`config.mk`:
```
export PLATFORM = sky130hd
export DESIGN_NAME = win_coef_loader
export DESIGN_NICKNAME = d
export VERILOG_FILES = /design/src/rtl/win_coef_loader.sv
export SDC_FILE = /design/constraint.sdc
export NUM_CORES = 1
export LEC_CHECK = 0
export BUFFER_PORTS_ARGS = -buffer_cell sky130_fd_sc_hd__buf_2
export CAP_MARGIN = 0
export CORE_ASPECT_RATIO = 0.5
export CORE_UTILIZATION = 55
export CTS_CLUSTER_DIAMETER = 30
export DETAILED_ROUTE_END_ITERATION = 7
export GPL_TIMING_DRIVEN = 0
export PLACE_DENSITY = 0.84
export SLEW_MARGIN = 20
export SYNTH_ARGS = -nofsm -noshare
export SYNTH_HDL_FRONTEND = slang
export SYNTH_SLANG_ARGS = --single-unit
```
`constraint.sdc`:
```
create_clock -name clk -period 3.67 [get_ports clk]
set_input_delay 0.734 -clock clk [delete_from_list [all_inputs] [get_ports clk]]
set_output_delay 0.734 -clock clk [all_outputs]
set_load 0.05 [all_outputs]
```
`src/rtl/win_coef_loader.sv`:
```
// APB initiator that loads window coefficients from an AXI-Stream packet into the window block.
// Optional readback verification of the loaded words is enabled by defining WIN_LOADER_READBACK_EN.
module win_coef_loader #(
  parameter int unsigned FFT_SIZE = 8192,
  parameter int unsigned APB_AW   = $clog2(FFT_SIZE - 1) + 3
) (
  input  logic              clk,
  input  logic              rst_n,
  input  logic              start,
  output logic              busy,
  output logic              done,
  output logic [1:0]        err,
  input  logic              s_tvalid,
  output logic              s_tready,
  input  logic [31:0]       s_tdata,
  input  logic              s_tlast,
  output logic              psel,
  output logic              penable,
  output logic              pwrite,
  output logic [APB_AW-1:0] paddr,
  output logic [31:0]       pwdata,
  input  logic [31:0]       prdata
);

  localparam int unsigned       CW        = $clog2(FFT_SIZE);
  localparam logic [CW-1:0]     LAST_IDX  = CW'(FFT_SIZE - 1);
  localparam logic [APB_AW-1:0] CTRL_ADDR = APB_AW'(FFT_SIZE * 4);
  localparam logic [APB_AW-1:0] STAT_ADDR = APB_AW'((FFT_SIZE + 1) * 4);
  localparam logic [31:0]       CMD_RST   = 32'h0000_0001;
  localparam logic [31:0]       CMD_GO    = 32'h0000_0100;

  typedef enum logic [3:0] {
    S_IDLE, S_RST_WR, S_FETCH, S_COEF_WR, S_GO_WR, S_STAT_RD,
    S_RB_RST_WR, S_VFY_RD, S_RB_GO_WR, S_DONE
  } state_t;

  state_t            state, state_d;
  logic              phase, phase_d;      // 0 = SETUP, 1 = ACCESS
  logic [CW-1:0]     cnt, cnt_d;
  logic [1:0]        err_d;
  logic [31:0]       word, word_d;
  logic              len_err, len_err_d;  // last word arrived without tlast
  logic              psel_d, penable_d, pwrite_d, s_tready_d, busy_d, done_d;
  logic [APB_AW-1:0] paddr_d;
  logic [31:0]       pwdata_d;

`ifdef WIN_LOADER_READBACK_EN
  logic [31:0] xor_wr, xor_wr_d, xor_rd, xor_rd_d;
`else
  logic unused_prdata;
  assign unused_prdata = ^{prdata[31:10], prdata[7:0]};
`endif

  // State, sequencing and registered outputs
  always_ff @(posedge clk) begin
    if (!rst_n) begin
      state    <= S_IDLE;
      phase    <= 1'b0;
      cnt      <= '0;
      err      <= 2'd0;
      word     <= '0;
      len_err  <= 1'b0;
      psel     <= 1'b0;
      penable  <= 1'b0;
      pwrite   <= 1'b0;
      paddr    <= '0;
      pwdata   <= '0;
      s_tready <= 1'b0;
      busy     <= 1'b0;
      done     <= 1'b0;
`ifdef WIN_LOADER_READBACK_EN
      xor_wr   <= '0;
      xor_rd   <= '0;
`endif
    end else begin
      state    <= state_d;
      phase    <= phase_d;
      cnt      <= cnt_d;
      err      <= err_d;
      word     <= word_d;
      len_err  <= len_err_d;
      psel     <= psel_d;
      penable  <= penable_d;
      pwrite   <= pwrite_d;
      paddr    <= paddr_d;
      pwdata   <= pwdata_d;
      s_tready <= s_tready_d;
      busy     <= busy_d;
      done     <= done_d;
`ifdef WIN_LOADER_READBACK_EN
      xor_wr   <= xor_wr_d;
      xor_rd   <= xor_rd_d;
`endif
    end
  end

  // Next state; every APB state spends one SETUP and one ACCESS cycle
  always_comb begin
    state_d   = state;
    phase_d   = phase;
    cnt_d     = cnt;
    err_d     = err;
    word_d    = word;
    len_err_d = len_err;
`ifdef WIN_LOADER_READBACK_EN
    xor_wr_d  = xor_wr;
    xor_rd_d  = xor_rd;
`endif
    if (state != S_IDLE && state != S_FETCH && state != S_DONE && !phase)
      phase_d = 1'b1;
    else begin
      phase_d = 1'b0;
      case (state)
        S_IDLE: begin
          if (start) begin
            state_d   = S_RST_WR;
            cnt_d     = '0;
            err_d     = 2'd0;
            len_err_d = 1'b0;
`ifdef WIN_LOADER_READBACK_EN
            xor_wr_d  = '0;
            xor_rd_d  = '0;
`endif
          end
        end
        S_RST_WR: state_d = S_FETCH;
        S_FETCH: begin
          if (s_tvalid && s_tready) begin
            if (s_tlast && cnt != LAST_IDX) begin
              err_d   = 2'd1;
              state_d = S_DONE;
            end else begin
              word_d    = s_tdata;
              len_err_d = !s_tlast && cnt == LAST_IDX;
              state_d   = S_COEF_WR;
`ifdef WIN_LOADER_READBACK_EN
              xor_wr_d  = xor_wr ^ s_tdata;
`endif
            end
          end
        end
        S_COEF_WR: begin
          if (cnt == LAST_IDX) begin
            if (len_err) begin
              err_d   = 2'd1;
              state_d = S_DONE;
            end else
              state_d = S_GO_WR;
          end else begin
            cnt_d   = cnt + CW'(1);
            state_d = S_FETCH;
          end
        end
        S_GO_WR: state_d = S_STAT_RD;
        S_STAT_RD: begin
          err_d = (prdata[9:8] == 2'b01) ? 2'd0 : 2'd2;
`ifdef WIN_LOADER_READBACK_EN
          state_d = S_RB_RST_WR;
`else
          state_d = S_DONE;
`endif
        end
`ifdef WIN_LOADER_READBACK_EN
        S_RB_RST_WR: begin
          cnt_d   = '0;
          state_d = S_VFY_RD;
        end
        S_VFY_RD: begin
          xor_rd_d = xor_rd ^ prdata;
          if (cnt == LAST_IDX) begin
            if ((xor_rd ^ prdata) != xor_wr && err == 2'd0) err_d = 2'd3;
            state_d = S_RB_GO_WR;
          end else
            cnt_d = cnt + CW'(1);
        end
        S_RB_GO_WR: state_d = S_DONE;
`endif
        S_DONE:  state_d = S_IDLE;
        default: state_d = S_IDLE;
      endcase
    end
  end

  // Output values for the state being entered
  always_comb begin
    psel_d     = 1'b0;
    pwrite_d   = 1'b0;
    paddr_d    = paddr;
    pwdata_d   = pwdata;
    s_tready_d = (state_d == S_FETCH);
    busy_d     = (state_d != S_IDLE);
    done_d     = (state_d == S_DONE);
    case (state_d)
      S_RST_WR, S_RB_RST_WR: begin
        psel_d   = 1'b1;
        pwrite_d = 1'b1;
        paddr_d  = CTRL_ADDR;
        pwdata_d = CMD_RST;
      end
      S_COEF_WR: begin
        psel_d   = 1'b1;
        pwrite_d = 1'b1;
        paddr_d  = APB_AW'({cnt_d, 2'b00});
        pwdata_d = word_d;
      end
      S_GO_WR, S_RB_GO_WR: begin
        psel_d   = 1'b1;
        pwrite_d = 1'b1;
        paddr_d  = CTRL_ADDR;
        pwdata_d = CMD_GO;
      end
      S_STAT_RD: begin
        psel_d  = 1'b1;
        paddr_d = STAT_ADDR;
      end
      S_VFY_RD: begin
        psel_d  = 1'b1;
        paddr_d = APB_AW'({cnt_d, 2'b00});
      end
      default: ;
    endcase
    penable_d = psel_d && phase_d;
  end

endmodule

```
==> metrics.txt, run 1 <==
status completed; global routing usage on met2 0.441; Achievable Freq around 350 MHz; Async S/R FF share, synth 0; RSZ-0062 raised after global routing no; Final Max Tran Viols 0; met3 Usage GRT 0.0717; min Tclk post-route approximately 2.8 ns; WL final between 10 and 15 mm; I/O pin count between 100 and 150; clk sink count approximately 110; die area ~0.0084 mm²; post-CTS resize count 0; vias in the first global route ~3,700; Critical-path top delay cell nor4_2; Vias around 4,000; clock transition at the registers of the reported paths 0.07 ns; Gate Count Post-Synth 457; # hold bufs at CTS 0; DR vias/cell just under 6; NumNets Final 631; gr ovfl total 0; Pleak 2.10 nW; Die Span Y approximately 65 µm; CTS H-tree depth 3; Final TNS setup 0 ns; DRC Markers 0; core area roughly 0.0075 mm²; Hold Fails Final Rpt 0; synth unique cells 60; WP data required a little under 4 ns; share of the synthesized area in the top cell type 0.476; ANT cells 0; post-synthesis instance area about 0.0044 mm²; normalized max-slew margin 0.545; top post-synthesis cells by area dfxtp_1 (48%), mux2i_1 (7.2%), a32o_1 (7.0%), nor2_1 (4.8%), o2bb2ai_1 (2.6%); clk_lat worst skew about 0.36 ns; GPL Wtd Cong slightly above 0.9; clock buffer depth 2; grt met1 use 0.341; worst hold slack 0.457 ns; worst hold-check path type reg2reg; Synth Flop Type dfxtp_1; synthesis-to-layout area growth 19.9%; PwrDens 477 mW/mm²; Most common cell on crit path buf_2; DR iter-0 viols 346; final setup vio count 0; Overall Global Routing Usage 0.268; Cell Chain, Critical Path ha_1, nand3_1, nor4_2, buf_2, a32o_1, nor2_1, mux2_2, buf_2, o2bb2ai_1; first-pass GRT wire length around 17 mm; fin crit share 0.769; Most Crowded Layer GR met2; yosys warns 0; register area share after synthesis 0.476; antenna-violating nets left 0; drt wl/cell 15.8 µm; Clock Skew between 0.008 and 0.009 ns; CP Launch Type register; crit path max fanout 10; share of cells above drive strength 1 0.231; number of synthesized register bits about 110; initial antenna violation count 0; worst slew pin tran a little under 0.7 ns; starting density of the core 0.586; crit path DAT between 3 and 4 ns; cts bufs inserted 9; Max Cap Violations 0; Peak supply drop roughly 0.30 mV; site row count 22; Syn Area/Cell just under 10 µm²; kind of critical path reg2reg; Setup crit end kind register; Synth area leader dfxtp_1; number of synthesized flops with an enable pin 0; largest net degree at the start of global routing 18; root buffer cell clkbuf_16; Post-CTS Setup Repair Bufs 0; IO Port Bufs 92; clock tree from TritonCTS done; slowest cell delay on critical path between 0.5 and 0.6 ns; die width around 130 µm; HPWL Detailed slightly below 8 mm; drt pass-1 iters 5
[power by group]
group	leakage [nW]	switching, mW	internal (mW)
clock network	0.139	0.428	0.487
logic	1.12	0.291	0.141
registers	0.848	0.0184	1.16
[flip-flops by register name, indices dropped and copies added, names as in the netlist, 2 cells and up]
signal  flops
err         2
paddr      14
state       4
word       32
pwdata     32
cnt        13
[worst max-delay path, delay by kind of cell (launching register included)]
family / cells / cell delay [ns]
adders and majority gates: 1 / 0.23
AOI/OAI and AO/OA: 2 / 0.39
and+or+nand+nor: 3 / 0.87
DFF: 1 / 0.39
muxes: 1 / 0.34
buffers and inverters: 2 / 0.53
[per-layer routing]
metal / up-vias / wire length, µm
met2: 157 / 4930
li1: 1929 / -
met3: 21 / 842
met1: 1869 / 4720
met5: - / 0
met4: 0 / 191
[logic make-up after synthesis]
| logic type | after synthesis | synth area share |
|---|---|---|
| AO/OA/AOI/OAI | 126 | 0.228 |
| other | 1 | 0.000849 |
| buffers and inverters | 39 | 0.0461 |
| flip-flops | 105 | 0.476 |
| multiplexers | 34 | 0.0801 |
| AND/OR/NAND/NOR | 151 | 0.166 |
| adder cells (fa/ha/maj) | 1 | 0.00283 |
[area by class of cell]
| class | count | area, µm² |
|---|---|---|
| inverter | 4 | 15.0 |
| timing repair buffer | 92 | 460 |
| buffer | 35 | 189 |
| sequential | 105 | 2100 |
| multi-input combinational | 314 | 2120 |
| fill | 636 | 2240 |
| clock buffer | 12 | 246 |
| tap | 108 | 135 |
| clock inverter | 4 | 33.8 |
[metrics by stage]
step	area [µm²]	util	instances	power [mW]	setup WS, ns
finish	5300	0.703	674	2.53	0.848
global route	5300	0.703	674	2.62	0.612
CTS	5300	0.703	674	2.53	0.896
detailed placement	5020	0.665	658	1.63	0.913
global placement	5020	0.665	658	1.63	0.937
floorplan	4420	-	458	1.52	1.30
[path summary, 6_finish.rpt]
kind / to / cells after the start / start / slack, ns
max: paddr[11]$_SDFFE_PN0P_ / 9 / cnt[0]$_SDFF_PN0_ / 0.85
min reg2reg: paddr[13]$_SDFFE_PN0P_ / 2 / paddr[13]$_SDFFE_PN0P_ / 0.46
min: paddr[13]$_SDFFE_PN0P_ / 2 / paddr[13]$_SDFFE_PN0P_ / 0.46
max reg2reg: paddr[11]$_SDFFE_PN0P_ / 9 / cnt[0]$_SDFF_PN0_ / 0.85
[Yosys cell counts, drive strengths merged (3+ instances only)]
library cell / instances
dfxtp: 105
nor2: 56
mux2i: 33
a32o: 31
nand2: 30
clkbuf: 19
a21oi: 17
buf: 16
o21ai: 13
o2bb2ai: 13
nand3: 11
nor3: 11
and2: 7
nand4: 7
o31ai: 6
nand2b: 5
o21a: 5
a31oi: 4
and3: 4
inv: 4
nor2b: 4
nor3b: 4
a32oi: 3
and4: 3
o22ai: 3
[layout by cell type (no fill, tap or decap), drive strengths merged, types with 11 or more instances in the layout]
master   netlist  final
dfxtp        105    105
nor2          56     56
nand2         30     30
buf           16    108
mux2i         33     33
a21oi         17     17
nand3         11     11
o21ai         13     13
a32o          31     31
clkbuf        19     31
nor3          11     11
o2bb2ai       13     13
Power figures use the tool's default switching activity.
==> run 2: changes to the inputs <==
- CORE_UTILIZATION: 55 -> 52
- PLACE_DENSITY: 0.84 -> 0.8
- clock period: 3.67 -> 2.75 ns (I/O delays scaled with it)
==> run 2 against run 1 <==
  * First-iteration DRC count up 23%
  * Count of clock-buffer cells in the layout is the same
  * Maximum frequency rose by 4.3%
  * Critical endpoint is now pwdata[13]$_SDFFE_PN0P_
  * Largest power group unchanged
  * Via count about the same
  * Clock power rose by 43%
  * Worst hold slack better by 0.0042 ns
  * Flip-flop and latch count stayed put
  * Die area is 5.6% higher
  * Combinational power increased by 39%
  * Utilization decreased by 3.8 points
  * Sequential power grew 34%
==> metrics.txt, run 2 (synthesized netlist as in run 1, its figures left out) <==
final setup vio count 0; worst reg-to-reg setup slack ~0.044 ns; Pleak between 2 and 2.5 nW; Top delay family on crit path compound AO/OA/AOI/OAI gates; min Tclk post-route 2.71 ns; Setup crit end kind register; vias in the first global route about 3,500; detailed route wirelength on metal3 roughly 770 µm; Hold Fails Final Rpt 0; NumNets Final about 630; WL final 11.3 mm; crit path DAT 2.95 ns; worst slew pin tran between 0.6 and 0.7 ns; PwrDens 647 mW/mm²; Cell Chain, Critical Path ha_1, nand3_2, nor4_4, buf_4, a32oi_2, a22oi_2, mux2i_4, buf_6, a32o_1; fin crit share 0.984; clk sink count 105; Final TNS setup 0 ns; DR vias/cell about 6; cts bufs inserted 9; metal2 WL 5.40 mm; starting density of the core 0.545; Peak supply drop ~0.4 mV; status completed; clock transition at the registers of the reported paths about 0.070 ns; Worst Hold Depth 2; Vias a little under 4,000; DR iter-0 viols 425; largest net degree at the start of global routing 18; first-pass GRT wire length between 15 and 20 mm; top layer in use met4; DRC Markers 0; top flop regs pwdata x32, word x32, paddr x14; worst hold-check path type reg2reg; core area between 0.008 and 0.009 mm²; WL met1 between 4 and 5 mm; crit path max fanout 10; HPWL Detailed 7.86 mm; antenna-violating nets left 0; CP Launch Type register; share of cells above drive strength 1 0.247; clk_lat worst skew roughly 0.35 ns; normalized max-slew margin 0.576; most frequent cells in the layout dfxtp_1 (105), buf_2 (97), nor2_1 (56), mux2i_1 (32), a32o_1 (31); die width around 130 µm; root buffer cell clkbuf_16; fin util 0.665; placed insts around 660; commonest non-fill, non-tap cell in the layout dfxtp_1; clock buffer depth 2; synthesis-to-layout area growth 22.1%; CTS H-tree depth 3; drt pass-1 iters 5; die area roughly 0.0089 mm²; ANT cells 0; Max Cap Violations 0; I/O pin count 125; Hold Path Sink paddr[11]$_SDFFE_PN0P_; kind of critical path reg2reg; Final Max Tran Viols 0; IO Port Bufs a little over 90; Pwr Total ~3.5 mW; Reg2Reg Depth 9; Die Span Y 67.2 µm; initial antenna violation count 0; Clock Skew between 0.006 and 0.007 ns; Overall Global Routing Usage 0.255; Worst Min Path Start paddr[11]$_SDFFE_PN0P_; gr ovfl total 0; GPL Wtd Cong slightly below 0.9; slowest cell delay on critical path roughly 0.44 ns; Reg2Reg Launch Point cnt[0]$_SDFF_PN0_; WP data required approximately 3 ns; clock tree from TritonCTS done; Cell Count, Final, Fillers Out between 600 and 700; CP Buf/Inv Count 2; # hold bufs at CTS 0; Achievable Freq approximately 370 MHz; Critical-path top delay cell nor4_4; drt wl/cell 16.6 µm; Worst R2R End pwdata[13]$_SDFFE_PN0P_; site row count 23
==> run 2: worst max path at each step <==
stage | cells past startpoint | start | endpoint
2_1_floorplan | 8 | cnt[0]$_SDFF_PN0_ | pwdata[10]$_SDFFE_PN0P_
3_3_place_gp | 8 | cnt[0]$_SDFF_PN0_ | pwdata[8]$_SDFFE_PN0P_
3_5_place_dp | 9 | cnt[0]$_SDFF_PN0_ | paddr[8]$_SDFFE_PN0P_
4_1_cts | 8 | cnt[0]$_SDFF_PN0_ | paddr[8]$_SDFFE_PN0P_
5_1_grt | 9 | cnt[0]$_SDFF_PN0_ | pwdata[14]$_SDFFE_PN0P_
6_report | 9 | cnt[0]$_SDFF_PN0_ | pwdata[13]$_SDFFE_PN0P_
==> run 2: repair_timing <==
item | CTS | global route
cloned | 0 | 0
pin swaps | 0 | 2
hold endpoints to repair | 0 | 0
setup endpoints to repair | 41 | 41
setup buffers | 0 | 1
gates resized for setup | 4 | 10
==> run 2: area by class of cell <==
class                      count  area [µm²]
tap                          112         140
sequential                   105        2100
fill                         695        2720
inverter                       4        15.0
clock buffer                  12         246
buffer                        35         195
timing repair buffer          93         468
clock inverter                 4        57.6
multi-input combinational    314        2170
==> run 2: per-stage QoR <==
step	hold WS, ns	worst slack [ns]	instance area, µm²
3_5_place_dp	0.454	-0.0446	5020
3_3_place_gp	0.446	0.0208	5020
4_1_cts	0.466	0.102	5350
2_1_floorplan	0.450	0.379	4420
6_report	0.462	0.0440	5400
5_1_grt	0.470	-0.00576	5400
==> run 2: power by group <==
part / switching, mW / leakage [nW] / internal, mW
combinational: 0.407 / 1.16 / 0.195
clock: 0.570 / 0.145 / 0.741
sequential: 0.0247 / 0.848 / 1.55
==> run 2: worst min-delay path: stages, from the launching register on <==
cell	delay, ns
dfxtp_1	0.31
nand2_1	0.05
o2bb2ai_1	0.06
==> run 2: metal layers <==
| metal | global-route usage | vias to the layer above |
|---|---|---|
| met5 | 0 | - |
| met4 | 0.0733 | 0 |
| met3 | 0.0713 | 16 |
| met2 | 0.428 | 143 |
| met1 | 0.328 | 1888 |
| li1 | - | 1927 |
==> run 3: changes to the inputs <==
- PLACE_DENSITY: 0.8 -> not set
- PLACE_DENSITY_LB_ADDON: not set -> 0.2
- SETUP_SLACK_MARGIN: not set -> 0.3
==> run 3 against run 2 <==
  * Combinational power barely moved
  * Clock power is 7% higher
  * Sequential power hardly changed
  * Count of clock-buffer cells in the layout is 3 lower
  * Worst hold slack got worse by 0.0050 ns
  * Utilization up 1.9 points
  * Maximum frequency increased by 13%
  * Critical endpoint is now pwdata[21]$_SDFFE_PN0P_
==> metrics.txt, run 3 (synthesized netlist as in run 1, its figures left out) <==
WL final about 11 mm; post-place setup slack approximately 0.017 ns; worst slew pin tran about 0.6 ns; storage element area around 0.0021 mm²; RSZ-0062 raised after global routing yes; Seq pwr share 0.440; fin util 0.683; initial antenna violation count 0; status completed; core area between 0.008 and 0.009 mm²; Hold Fails Final Rpt 0; kind of critical path reg2reg; clock transition at the registers of the reported paths about 0.070 ns; final setup vio count 0; Final TNS setup 0 ns; cts bufs inserted 9; worst hold-check path type reg2reg; root buffer cell clkbuf_16; multi-input logic area approximately 0.0022 mm²; first-pass GRT wire length between 15 and 20 mm; drt pass-1 iters 4; starting density of the core 0.545; Pwr Total 3.58 mW; switching part of the total 0.286; PwrDens ~640 mW/mm²; gr ovfl total 0; Clock Skew between 0.004 and 0.005 ns; clock network power share 0.391; CP Launch Type register; fillers 664; clock buffer depth 2; Top delay family on crit path compound AO/OA/AOI/OAI gates; DR iter-0 viols between 300 and 400; Comb power frac 0.169; drt wl/cell between 15 and 20 µm; HPWL Detailed ~7.6 mm; min Tclk post-route ~2.4 ns; GPL Wtd Cong between 0.8 and 0.9; Setup crit end kind register; ANT cells 0; CTS H-tree depth 3; Net Sw Power ~1.0 mW; top flop regs pwdata x32, word x32, paddr x14; antenna-violating nets left 0; crit path max fanout 10; clock tree from TritonCTS done; Peak supply drop between 0.3 and 0.4 mV; fin crit share 0.870; Max Cap Violations 0; placed insts ~660; Achievable Freq roughly 420 MHz; slowest cell delay on critical path around 0.38 ns; Overall Global Routing Usage 0.255; die area slightly below 0.009 mm²; largest net degree at the start of global routing 19; WP data required roughly 3 ns; DRC Markers 0; DR vias/cell 5.83; Cell Count, Final, Fillers Out ~680; Final Max Tran Viols 0; clk sink count ~110; Pleak roughly 2.2 nW; I/O pin count between 100 and 150; Vias 3,978; site row count 23; Cell Chain, Critical Path ha_4, nand3_4, nor4_4, buf_4, a32oi_4, a22oi_2, mux2i_4, buf_6, a32o_1; NumNets Final about 640; Die Span Y 67.2 µm; die width about 130 µm; crit path DAT 2.64 ns; Cell Int Power 2.55 mW; IO Port Bufs approximately 90; clk_lat worst skew about 0.35 ns; Critical-path top delay cell dfxtp_4; Setup WS post-layout about 0.36 ns; vias in the first global route 3,571; normalized max-slew margin 0.589; CP Buf/Inv Count 2; synthesis-to-layout area growth 25.5%; most frequent cells in the layout buf_2 (99), dfxtp_1 (99), nor2_1 (52), mux2i_1 (32), a32o_1 (31); share of cells above drive strength 1 0.288
## run 3: timing repair
item                                   4_1_cts  5_1_grt
setup endpoints to repair                   50       45
resized for setup                           22       25
pin swaps                                    4        6
hold buffers                                 0        0
endpoints found under the hold margin        0        0
setup buffers                                2        3
## run 3: routing by layer
| layer | global-route usage | routed length (µm) |
|---|---|---|
| met3 | 0.0863 | 732 |
| met1 | 0.328 | 5240 |
| met4 | 0.0761 | 94 |
| met2 | 0.412 | 5180 |
| met5 | 0 | 0 |
## run 3: metrics by stage
stage / cell area [µm²] / hold slack (ns)
final: 5550 / 0.457
after global routing: 5550 / 0.479
after CTS: 5450 / 0.459
after detailed placement: 5020 / 0.450
after global placement: 5020 / 0.446
after floorplan: 4420 / 0.450
## run 3: final cells by class
class                   instances  area share
plain buffers                  35      0.0365
clock buffers                   9      0.0406
clock inverters                 6      0.0187
inverters                       4     0.00271
multi-input cells             314       0.405
flip-flops and latches        105       0.381
well taps                     112      0.0253
repair buffers                 97      0.0898
## run 3: path summary, 6_finish.rpt
kind,slack (ns),end,start,depth (start not counted)
hold reg to reg,0.46,paddr[12]$_SDFFE_PN0P_,paddr[12]$_SDFFE_PN0P_,2
setup / recovery,0.36,pwdata[21]$_SDFFE_PN0P_,cnt[1]$_SDFF_PN0_,9
setup reg to reg,0.36,pwdata[21]$_SDFFE_PN0P_,cnt[1]$_SDFF_PN0_,9
hold / removal,0.46,paddr[12]$_SDFFE_PN0P_,paddr[12]$_SDFFE_PN0P_,2
## run 3: power groups by stage
| stage | sequential, mW | clock (mW) | combinational (mW) |
|---|---|---|---|
| 4_1_cts | 1.57 | 1.42 | 0.591 |
| 2_1_floorplan | 1.68 | 0 | 0.343 |
| 6_report | 1.57 | 1.40 | 0.604 |
| 5_1_grt | 1.58 | 1.49 | 0.647 |
| 3_3_place_gp | 1.61 | 0 | 0.575 |
| 3_5_place_dp | 1.61 | 0 | 0.579 |
## run 3: tightest hold or removal path, delay by kind of cell (launching register included)
| family | cells | cell delay, ns |
|---|---|---|
| AOI/OAI and AO/OA | 1 | 0.06 |
| DFF | 1 | 0.31 |
| and+or+nand+nor | 1 | 0.05 |
